--- src/rtl/quad_signal_gen.sv ---
// Quadrature A/B generator: plays "move N detents" commands as Gray-coded steps, P clocks per transition.
// Registered outputs change on the step edge; cmd_ready is low for the whole command and valid is ignored meanwhile.
module quad_signal_gen #(
  parameter int WIDTH     = 8,
  parameter int DIV_WIDTH = 16
) (
  input  logic                 clk,
  input  logic                 reset,
  input  logic                 cmd_valid,
  output logic                 cmd_ready,
  input  logic                 cmd_dir,
  input  logic [WIDTH-1:0]     cmd_steps,
  input  logic [DIV_WIDTH-1:0] cmd_period,
  input  logic                 abort,
  output logic                 a,
  output logic                 b,
  output logic                 busy,
  output logic                 done,
  output logic [WIDTH-1:0]     remaining
);

  typedef enum logic {IDLE, RUN} state_t;

  localparam logic [DIV_WIDTH-1:0] DIV_ONE = 1;
  localparam logic [WIDTH-1:0]     REM_ONE = 1;

  state_t               state;
  logic                 dir_q;
  logic [DIV_WIDTH-1:0] period_q;
  logic [DIV_WIDTH-1:0] div_q;
  logic                 half_q;
  logic                 abort_pend_q;
  logic [1:0]           p_q;
  logic [1:0]           p_next;
  logic                 step;
  logic [WIDTH-1:0]     rem_dec;

  assign step      = (div_q == period_q - DIV_ONE);
  assign p_next    = dir_q ? p_q + 2'd1 : p_q - 2'd1;
  assign rem_dec   = remaining - REM_ONE;
  assign busy      = (state == RUN);
  assign cmd_ready = (state == IDLE);

  always_ff @(posedge clk) begin
    if (reset) begin
      state        <= IDLE;
      dir_q        <= 1'b0;
      period_q     <= DIV_ONE;
      div_q        <= '0;
      half_q       <= 1'b0;
      abort_pend_q <= 1'b0;
      p_q          <= 2'd0;
      a            <= 1'b0;
      b            <= 1'b0;
      done         <= 1'b0;
      remaining    <= '0;
    end else begin
      done <= 1'b0;
      case (state)
        IDLE: begin
          if (cmd_valid) begin
            dir_q        <= cmd_dir;
            period_q     <= (cmd_period == '0) ? DIV_ONE : cmd_period;
            remaining    <= cmd_steps;
            div_q        <= '0;
            half_q       <= 1'b0;
            abort_pend_q <= 1'b0;
            if (cmd_steps == '0) done  <= 1'b1;
            else                 state <= RUN;
          end
        end
        RUN: begin
          if (step) begin
            // Phase 0=00, 1=10, 2=11, 3=01 as {a,b}.
            p_q    <= p_next;
            a      <= p_next[1] ^ p_next[0];
            b      <= p_next[1];
            div_q  <= '0;
            half_q <= ~half_q;
            if (half_q) begin
              if (rem_dec == '0 || abort || abort_pend_q) begin
                state        <= IDLE;
                done         <= 1'b1;
                remaining    <= '0;
                abort_pend_q <= 1'b0;
              end else begin
                remaining <= rem_dec;
              end
            end else if (abort) begin
              abort_pend_q <= 1'b1;
            end
          end else begin
            div_q <= div_q + DIV_ONE;
            if (abort) begin
              if (!half_q) begin
                state     <= IDLE;
                done      <= 1'b1;
                remaining <= '0;
              end else begin
                abort_pend_q <= 1'b1;
              end
            end
          end
        end
        default: state <= IDLE;
      endcase
    end
  end

endmodule

--- config.mk ---
export PLATFORM = sky130hd
export DESIGN_NAME = quad_signal_gen
export DESIGN_NICKNAME = d
export VERILOG_FILES = /design/src/rtl/quad_signal_gen.sv
export SDC_FILE = /design/constraint.sdc
export NUM_CORES = 1
export LEC_CHECK = 0
export BUFFER_PORTS_ARGS = -buffer_cell sky130_fd_sc_hd__buf_2
export CORE_MARGIN = 2
export CORE_UTILIZATION = 50
export CTS_CLUSTER_DIAMETER = 120
export DETAILED_ROUTE_END_ITERATION = 12
export HOLD_SLACK_MARGIN = 0.02
export PLACE_DENSITY = 0.71
export SETUP_SLACK_MARGIN = 0.15
export SLEW_MARGIN = 40
export SYNTH_ARGS = -nofsm -noshare
export SYNTH_HDL_FRONTEND = slang
export SYNTH_SLANG_ARGS = --single-unit
--- constraint.sdc ---
create_clock -name clk -period 4.2 [get_ports clk]
set_clock_uncertainty 0.1 [all_clocks]
set_input_delay 0 -clock clk [delete_from_list [all_inputs] [get_ports clk]]
set_output_delay 0 -clock clk [all_outputs]
set_load 0.02 [all_outputs]
### After elaboration in Yosys (flattened, before gate mapping)

Cells that the tools add are included.
W data, S select, Z words.

| storage, ports and cells | value |
|---|---|
| flip-flop bits (word level) | 49 |
| bits in latches | 0 |
| RAM bits | 0 |
| bits in read-only memories | 0 |
| output and inout bits | 13 |
| word-level logic and storage cells | 76 |
| memories kept | 0 |

| operators by class | value |
|---|---|
| add/sub/neg operators | 5 |
| $mul | 0 |
| divide/modulo/power cells | 0 |
| magnitude comparators | 0 |
| equality and inequality tests | 9 |
| shift operators | 0 |
| mux-type cells | 38 |
| bitwise logic cells | 3 |
| reduce and logical (&&, ||, !) cells | 10 |

Operator list:

| kind | number |
|---|---|
| $mux W16 | 3 |
| $mux W8 | 6 |
| $pmux W16 S2 | 1 |
| $mux W1 | 22 |
| $add A16 B1 Y16 const B | 1 |
| $eq A16 B16 Y1 | 1 |
| $logic_not A16 Y1 | 1 |
| $logic_not A8 Y1 | 2 |
| $pmux W8 S2 | 1 |
| $sub A16 B1 Y16 const B | 1 |
| $ne A3 B2 Y1 const B | 3 |
| $pmux W1 S2 | 4 |
| $sub A8 B1 Y8 const B | 1 |
| $reduce_and A2 Y1 | 3 |
| $reduce_and A5 Y1 | 1 |
| $ne A4 B3 Y1 const B | 1 |
| $reduce_and A4 Y1 | 1 |
| $ne A3 B1 Y1 const B | 1 |
| $ne A3 B3 Y1 const B | 1 |
| $add A2 B1 Y2 const B | 1 |
| $logic_or A1 B1 Y1 | 2 |
| $mux W2 | 1 |
| $ne A2 B1 Y1 const B | 1 |
| $ne A2 B2 Y1 const B | 1 |
| 3 further kinds | 4 |

### Longest topological paths before layout

Gate-level depths: netlist (run 1).

| depth | value |
|---|---|
| depth in word-level cells | 8 |
| mapped depth | 11 |
| mapped depth without buffers | 10 |

### Least setup slack after synthesis (run 1)

OpenSTA, ideal clock, no wires.

| path | value |
|---|---|
| path type | flip-flop to flip-flop |
| start | register period_q[3] |
| end | register remaining[2] |
| data arrival time | 2.724 ns |
| setup slack | 1.240 ns |
| cell stages (with the launch flop) | 11 |
| cell sequence | dfxtp_1 -> buf_6 -> or4_4 -> nor4_1 -> xnor2_1 -> nand3_1 -> nor4_4 -> mux2i_2 -> or2_1 -> buf_4 -> o32ai_2 |

| between the ends | value |
|---|---|
| longest elaborated chain between the ends | 4 |

RTL lines:

| item | RTL line | source |
|---|---|---|
| start: declaration | 29 | `logic [DIV_WIDTH-1:0] period_q;` |
| start signal: assignment | 63 | `period_q <= (cmd_period == '0) ? DIV_ONE : cmd_period;` |
| $sub A16 B1 Y16 (*) | 38 | `assign step = (div_q == period_q - DIV_ONE);` |
| $eq A16 B16 Y1 (*) | 38 |  |
| $ne A3 B2 Y1 (no source line), or another cell as far along | -- |  |
| $reduce_and A4 Y1 (no source line) / $pmux W8 S2 (equally long branches) | -- |  |
| end signal: assignment | 64 | `remaining <= cmd_steps;` |
| end signal: assignment | 87 | `remaining <= rem_dec;` |
| end: declaration | 19 | `output logic [WIDTH-1:0] remaining` |

Every way passes the cells marked *; elsewhere a longest branch is shown, timed or not.
A chain may end at the register's enable or synchronous reset.

### Worst setup path in the final report (run 1)

| path | value |
|---|---|
| start | register period_q[3] |
| end | register remaining[6] |

Same word-level chain as after synthesis.

==> results of run 1 <==
==> final cells by class <==
class / instances / area share, %
Clock buffer: 7 / 2.50
Clock inverter: 1 / 0.217
Inverter: 17 / 1.85
Multi-Input combinational cell: 244 / 50.7
Sequential cell: 48 / 27.8
Tap cell: 72 / 2.61
Timing Repair Buffer: 71 / 14.3
==> report_power, final <==
part           internal, mW  switching (mW)  total (mW)
registers             0.514          0.0927       0.607
logic                 0.278           0.384       0.662
clock network         0.134           0.161       0.295
total                 0.927           0.637        1.56
==> tightest hold or removal path: stages <==
cell     delay [ns]
buf_2          0.10
nor2_2         0.13
a21oi_1        0.17
nor2_1         0.04
==> flip-flops by register name, summed over array words and instances, names as in the netlist <==
register,flops
a,1
abort_pend_q,1
busy,1
dir_q,1
div_q,16
done,1
half_q,1
p_q,2
period_q,16
remaining,8
==> metrics by stage <==
step / util, % / setup WS (ns) / instance area [µm²] / cells
after CTS: 62.6 / 0.767 / 3450 / 460
after global placement: 56.4 / 0.886 / 3100 / 427
after detailed placement: 56.4 / 0.765 / 3110 / 427
after global routing: 62.7 / 0.521 / 3450 / 460
after floorplan: - / 1.24 / 2850 / 328
final: 62.7 / 0.721 / 3450 / 460
==> layer usage <==
metal | vias up | routed length, µm | GRT usage [%]
li1 | 1378 | - | -
met1 | 1342 | 3430 | 34.7
met2 | 106 | 3650 | 38.9
met3 | 6 | 441 | 4.19
met4 | 0 | 49 | 7.41
met5 | - | 0 | 0
==> cell usage in the layout (no fill, tap or decap), types with 4 or more instances in the layout <==
cell type,count
a211oi_1,8
nand3_1,6
or3_1,15
buf_4,5
and3_1,5
a41oi_1,4
nor2b_1,6
dfxtp_1,48
a311oi_1,16
xor2_1,13
nor3_1,12
dlygate4sd3_1,25
nor2_1,17
ha_1,4
nor4_1,11
nand2b_1,4
a22o_1,16
xnor2_1,14
inv_1,17
o32ai_2,4
nand2_1,18
a22oi_1,4
clkbuf_8,6
buf_2,41
a21oi_1,14
o21ai_0,8
==> kinds of logic after synthesis <==
group | Yosys count | synth area share [%]
AND/OR/NAND/NOR | 117 | 23.5
AO/OA/AOI/OAI | 92 | 25.6
flip-flops | 48 | 33.7
buffers and inverters | 36 | 5.18
XOR/XNOR | 28 | 9.09
adder cells (fa/ha/maj) | 4 | 1.76
multiplexers | 3 | 1.19
==> path summary, 6_finish.rpt <==
| kind | start | slack (ns) | endpoint |
|---|---|---|---|
| worst max-delay path | period_q[3] | 0.72 | remaining[6] |
| worst min-delay path | cmd_valid | 0.07 | div_q[0] |
| worst max register to register | period_q[3] | 0.72 | remaining[6] |
| worst min register to register | div_q[15] | 0.41 | div_q[15] |
==> timing repair <==
action                                  in CTS  in global routing
hold endpoints to repair                    23                  0
endpoints found under the setup margin       0                  0
hold buffers                                25                  0
gates resized for setup                      0                  0
==> metrics.md, run 1 <==
| Metric | Value |
|---|---|
| Critical path, cell by cell | `or4_4 > nor4_1 > xnor2_1 > nand3_1 > nor4_4 > mux2i_2 > or2_1 > a211oi_1` |
| CORE AREA | `5510 µm²` |
| Commonest cells in the netlist | `dfxtp_1 (48), nand2_1 (18), nor2_1 (18)` |
| Req. time, crit path | `4.27 ns` |
| Ys Warns | `0` |
| Hold WC Path Type | `in -> reg` |
| N_diodes | `0` |
| Top-count cell post-synth | `dfxtp_1` |
| Library cells used by synthesis | `53` |
| I/O pin count | `42` |
| Reg clk slew, reported paths | `0.10 ns` |
| Fin crit share | `82.8%` |
| Buf+Inv Stages, Crit Path | `0` |
| DRT iter0 DRCs | `322` |
| Pwr dens | `453 nW/µm²` |
| Synth area leaders | `dfxtp_1 (34%), a22o_1 (4.9%), a311oi_1 (4.9%)` |
| Crit end category | `register` |
| Outcome | `completed` |
| Tot GR Track Use | `24.8%` |
| CTS tree | `yes` |
| I/O Buffers | `41` |
| WP data arrival | `3.55 ns` |
| Mean Syn Cell Area | `8.69 µm²` |
| R2R cell count | `8` |
| Number of flops mapped to enable cells by yosys | `0` |
| Max IR drop VDD | `0.227 mV` |
| Largest net degree at the start of global routing | `31` |
| H-tree Lvls | `2` |
| Worst-Margin Slew | `0.661 ns` |
| Vias per cell | `6.16` |
| Post-synthesis cell area | `2850 µm²` |
| Routed WL | `7570 µm` |
| First-pass GRT wire length | `12500 µm` |
| Die width | `79.5 µm` |
| Library cell with the largest summed area after synthesis | `dfxtp_1` |
| Hold Path Stages | `4` |
| Clock Sinks | `48` |
| FF+latch area | `961 µm²` |
| Final worst path period need | `3.48 ns` |
| CTS root buf | `clkbuf_8` |
| Fill count | `493` |
| Critical path class | `reg -> reg` |
| Hold Slack | `0.0722 ns` |
| Setup_tns | `0 ns` |
| Multi-input gate area | `1750 µm²` |
| GR Overflow Total | `0` |
| Fmax | `287 MHz` |
| Die Y-Extent | `79.5 µm` |
| RSZ-0062 raised after global routing | `false` |
| Syn-to-layout area delta | `21.3%` |
| Maximum clock insertion buffer count | `2` |
| Leakage power | `1.34 nW` |
| Slew margin rel. | `55.9%` |
| Vias in the first global route | `2542` |
| Worst-skew pair later-pin latency | `0.31 ns` |
| Post-synthesis instance total | `328` |
| Syn Nets | `361` |
| Ys flop type | `dfxtp_1` |
| Count of final setup violators | `0` |
| Post-synthesis async set-or-reset flop share | `0%` |
| Remaining DRCs | `0` |
| Wire per inst | `16.5 µm` |
| Vias | `2832` |
| Final slew viol count | `0` |
| # rows | `27` |
| Top-area cell type share of the netlist area | `33.7%` |
| Delay-heaviest family, CP | `simple AND/OR/NAND/NOR gates` |
| Max Cap Viol | `0` |
| Share of cells above drive strength 1 | `18.0%` |
| DRT Pass-1 Iters | `5` |
| Startpoint types | `register` |
| Final weighted congestion in routability-driven placement | `0.880` |
| Starting Density | `51.7%` |
| Die area | `6320 µm²` |
| Synth Register Bits | `48` |
| Worst path depth | `8` |
| Routed Antenna Nets | `0` |
| Nets | `420` |
| Seq/Total Area, Yosys | `33.7%` |
| Initial antenna violation count | `0` |
| Crit Path Max Fanout | `10` |
| CTS buffer count | `5` |
| Crit-path slowest cell | `or4_4` |
| Final Total Pwr | `1.56 mW` |
| Post-DP HPWL | `5070 µm` |
| CP max stage delay | `0.60 ns` |
| Post-CTS setup buffers | `0` |
| Final Hold Viols | `0` |
No activity file was read; power rests on OpenSTA's default activity.
==> run 2: changes to the inputs <==
Clock period 4.2 ns to 3.6 ns, I/O delays scaled along.
==> run 2 against run 1 <==
  * Register-to-register slack worse by 0.26 ns
  * Maximum frequency is 11% higher
  * Non-clock buffer count up 2
  * Final cell count rose by 0.43%
  * Total power up 19%
  * Core utilization grew 0.36 points
  * Final area up 0.58%
  * Die area did not move
==> metrics.md, run 2 (synthesized netlist as in run 1, its figures left out) <==
| Metric | Value |
|---|---|
| Outcome | `completed` |
| Largest net degree at the start of global routing | `31 (unchanged)` |
| Reg clk slew, reported paths | `0.09 ns (about the same)` |
| I/O Buffers | `41 (unchanged)` |
| Final Hold Viols | `0 (unchanged)` |
| Fmax | `318 MHz (+11%)` |
| Die area | `6320 µm² (unchanged)` |
| Internal power | `1.14 mW (+23%)` |
| Worst-skew pair later-pin latency | `0.30 ns (about the same)` |
| Max IR drop VDD | `0.314 mV (+38%)` |
| Net Sw Frac | `38.9% (-1.9 points)` |
| H-tree Lvls | `2 (unchanged)` |
| Final slew viol count | `0 (unchanged)` |
| Startpoint types | `register` |
| R2R cell count | `8 (unchanged)` |
| Tot GR Track Use | `23.4% (-1.4 points)` |
| Die width | `79.5 µm (unchanged)` |
| CTS tree | `yes` |
| Vias | `2760 (-2.5%)` |
| Critical path class | `reg -> reg` |
| Hold WC Path Type | `in -> reg` |
| R2R setup slack | `0.46 ns (-0.26 ns)` |
| Final weighted congestion in routability-driven placement | `0.807 (-8.3%)` |
| Crit Reg-Reg Endpoint | `remaining[1]` |
| Final worst path period need | `3.14 ns (-0.336 ns)` |
| Slew margin rel. | `60.1% (+4.2 points)` |
| Nets | `422 (+0.48%)` |
| Routed WL | `7070 µm (-6.6%)` |
| Worst setup path start | `period_q[8]` |
| Fin util | `63.1% (+0.36 points)` |
| Fill count | `462 (-6.3%)` |
| Fin crit share | `87.3% (+4.5 points)` |
| Commonest cells after routing, fill and taps aside | `dfxtp_1 (48), buf_2 (41), dlygate4sd3_1 (23)` |
| RSZ-0062 raised after global routing | `false` |
| Pwr dens | `538 nW/µm² (+19%)` |
| Clock Sinks | `48 (unchanged)` |
| Req. time, crit path | `3.66 ns (-0.61 ns)` |
| Commonest non-fill, non-tap cell in the layout | `dfxtp_1` |
| DRT Pass-1 Iters | `4 (-1)` |
| DRT iter0 DRCs | `283 (-12%)` |
| Die Y-Extent | `79.5 µm (unchanged)` |
| Vias in the first global route | `2445 (-3.8%)` |
| Biggest regs | `div_q: 16 flops, period_q: 16 flops, remaining: 8 flops` |
| Flop pwr share | `37.6% (-1.2 points)` |
| Setup_tns | `0 ns (unchanged)` |
| Count of final setup violators | `0 (unchanged)` |
| Starting Density | `51.7% (unchanged)` |
| CTS root buf | `clkbuf_8` |
| Worst reg2reg startpoint | `period_q[8]` |
| # rows | `27 (unchanged)` |
| CTS buffer count | `5 (unchanged)` |
| Remaining DRCs | `0 (unchanged)` |
| Routed Antenna Nets | `0 (unchanged)` |
| Maximum clock insertion buffer count | `2 (unchanged)` |
| Syn-to-layout area delta | `22.0%` |
| Hold Path End | `busy` |
| GR Overflow Total | `0 (unchanged)` |
| WP data arrival | `3.20 ns (-0.35 ns)` |
| Share of cells above drive strength 1 | `18.7% (+0.68 points)` |
| Leakage power | `1.36 nW (+1.6%)` |
| Net Switching | `726 µW (+14%)` |
| Wire per inst | `15.3 µm (-7.0%)` |
| Crit Path Max Fanout | `9 (-1)` |
| N_diodes | `0 (unchanged)` |
| Worst-Margin Slew | `0.599 ns (-0.0625 ns)` |
| Initial antenna violation count | `0 (unchanged)` |
| Vias per cell | `5.97 (-3.0%)` |
| CORE AREA | `5510 µm² (unchanged)` |
| Hold Path Stages | `4 (unchanged)` |
| First-pass GRT wire length | `11800 µm (-5.6%)` |
| Max Cap Viol | `0 (unchanged)` |
| Min-delay src | `cmd_steps[0]` |
| Comb pwr share | `41.6% (-0.7 points)` |
| Post-DP HPWL | `5070 µm (about the same)` |
| Clk pwr share | `20.9% (+2.0 points)` |
| Crit end category | `register` |
| I/O pin count | `42 (unchanged)` |
run 2: cell types whose count changed in the layout (fill, tap and decap cells not counted), sizes merged:
cell	previous run	this run
clkbuf	7	5
buf	46	50
bufinv	0	1
dlygate4sd3	25	23
clkinv	0	1
run 2: worst max-delay path by stage:
stage	slack, ns	endpoint	cells after the start
after floorplan	0.64	remaining[2]	10
after CTS	0.42	remaining[1]	8
after global routing	0.19	remaining[1]	8
final	0.46	remaining[1]	8
after global placement	0.48	remaining[5]	8
after detailed placement	0.45	remaining[1]	8
run 2: cell type report:
type                            count  area [µm²]  area share (%)
Clock inverter                      3        42.5            1.22
Timing Repair Buffer               73         503            14.5
Clock buffer                        5        68.8            1.98
Sequential cell                    48         961            27.7
Inverter                           17        63.8            1.84
Multi-Input combinational cell    244        1750            50.2
Tap cell                           72        90.1            2.59
run 2: power by group through the flow:
stage,Combinational (mW),Clock (mW),Sequential [mW]
floorplan,0.556,0,0.708
global placement,0.739,0,0.710
detailed placement,0.749,0,0.713
CTS,0.771,0.400,0.700
global route,0.853,0.424,0.715
finish,0.776,0.390,0.701
run 2: worst max-delay path, cell delays in order, from the launching register on:
cell,delay (ns)
dfxtp_1,0.37
or4_4,0.59
nor4_1,0.37
xnor2_1,0.16
nand3_1,0.15
nor4_4,0.47
mux2i_2,0.27
or2_1,0.38
a211oi_1,0.14
run 2: metal layers:
layer | wire, µm | track usage [%]
met5 | 0 | 0
met4 | 44 | 5.00
met3 | 374 | 3.85
met2 | 3220 | 36.3
met1 | 3440 | 33.9
run 2: through the flow:
stage	cell area, µm²	hold slack [ns]	setup WS (ns)	power [mW]	std cells
floorplan	2850	0.0257	0.640	1.26	328
global placement	3130	0.111	0.479	1.45	431
detailed placement	3130	0.116	0.447	1.46	431
CTS	3470	0.0223	0.419	1.87	462
global route	3470	0.0500	0.192	1.99	462
finish	3470	0.0346	0.457	1.87	462
run 2: repair_timing:
item | CTS | global route
hold buffers | 23 | 0
hold endpoints to repair | 23 | 0
setup buffers | 0 | 0
resized for setup | 0 | 0
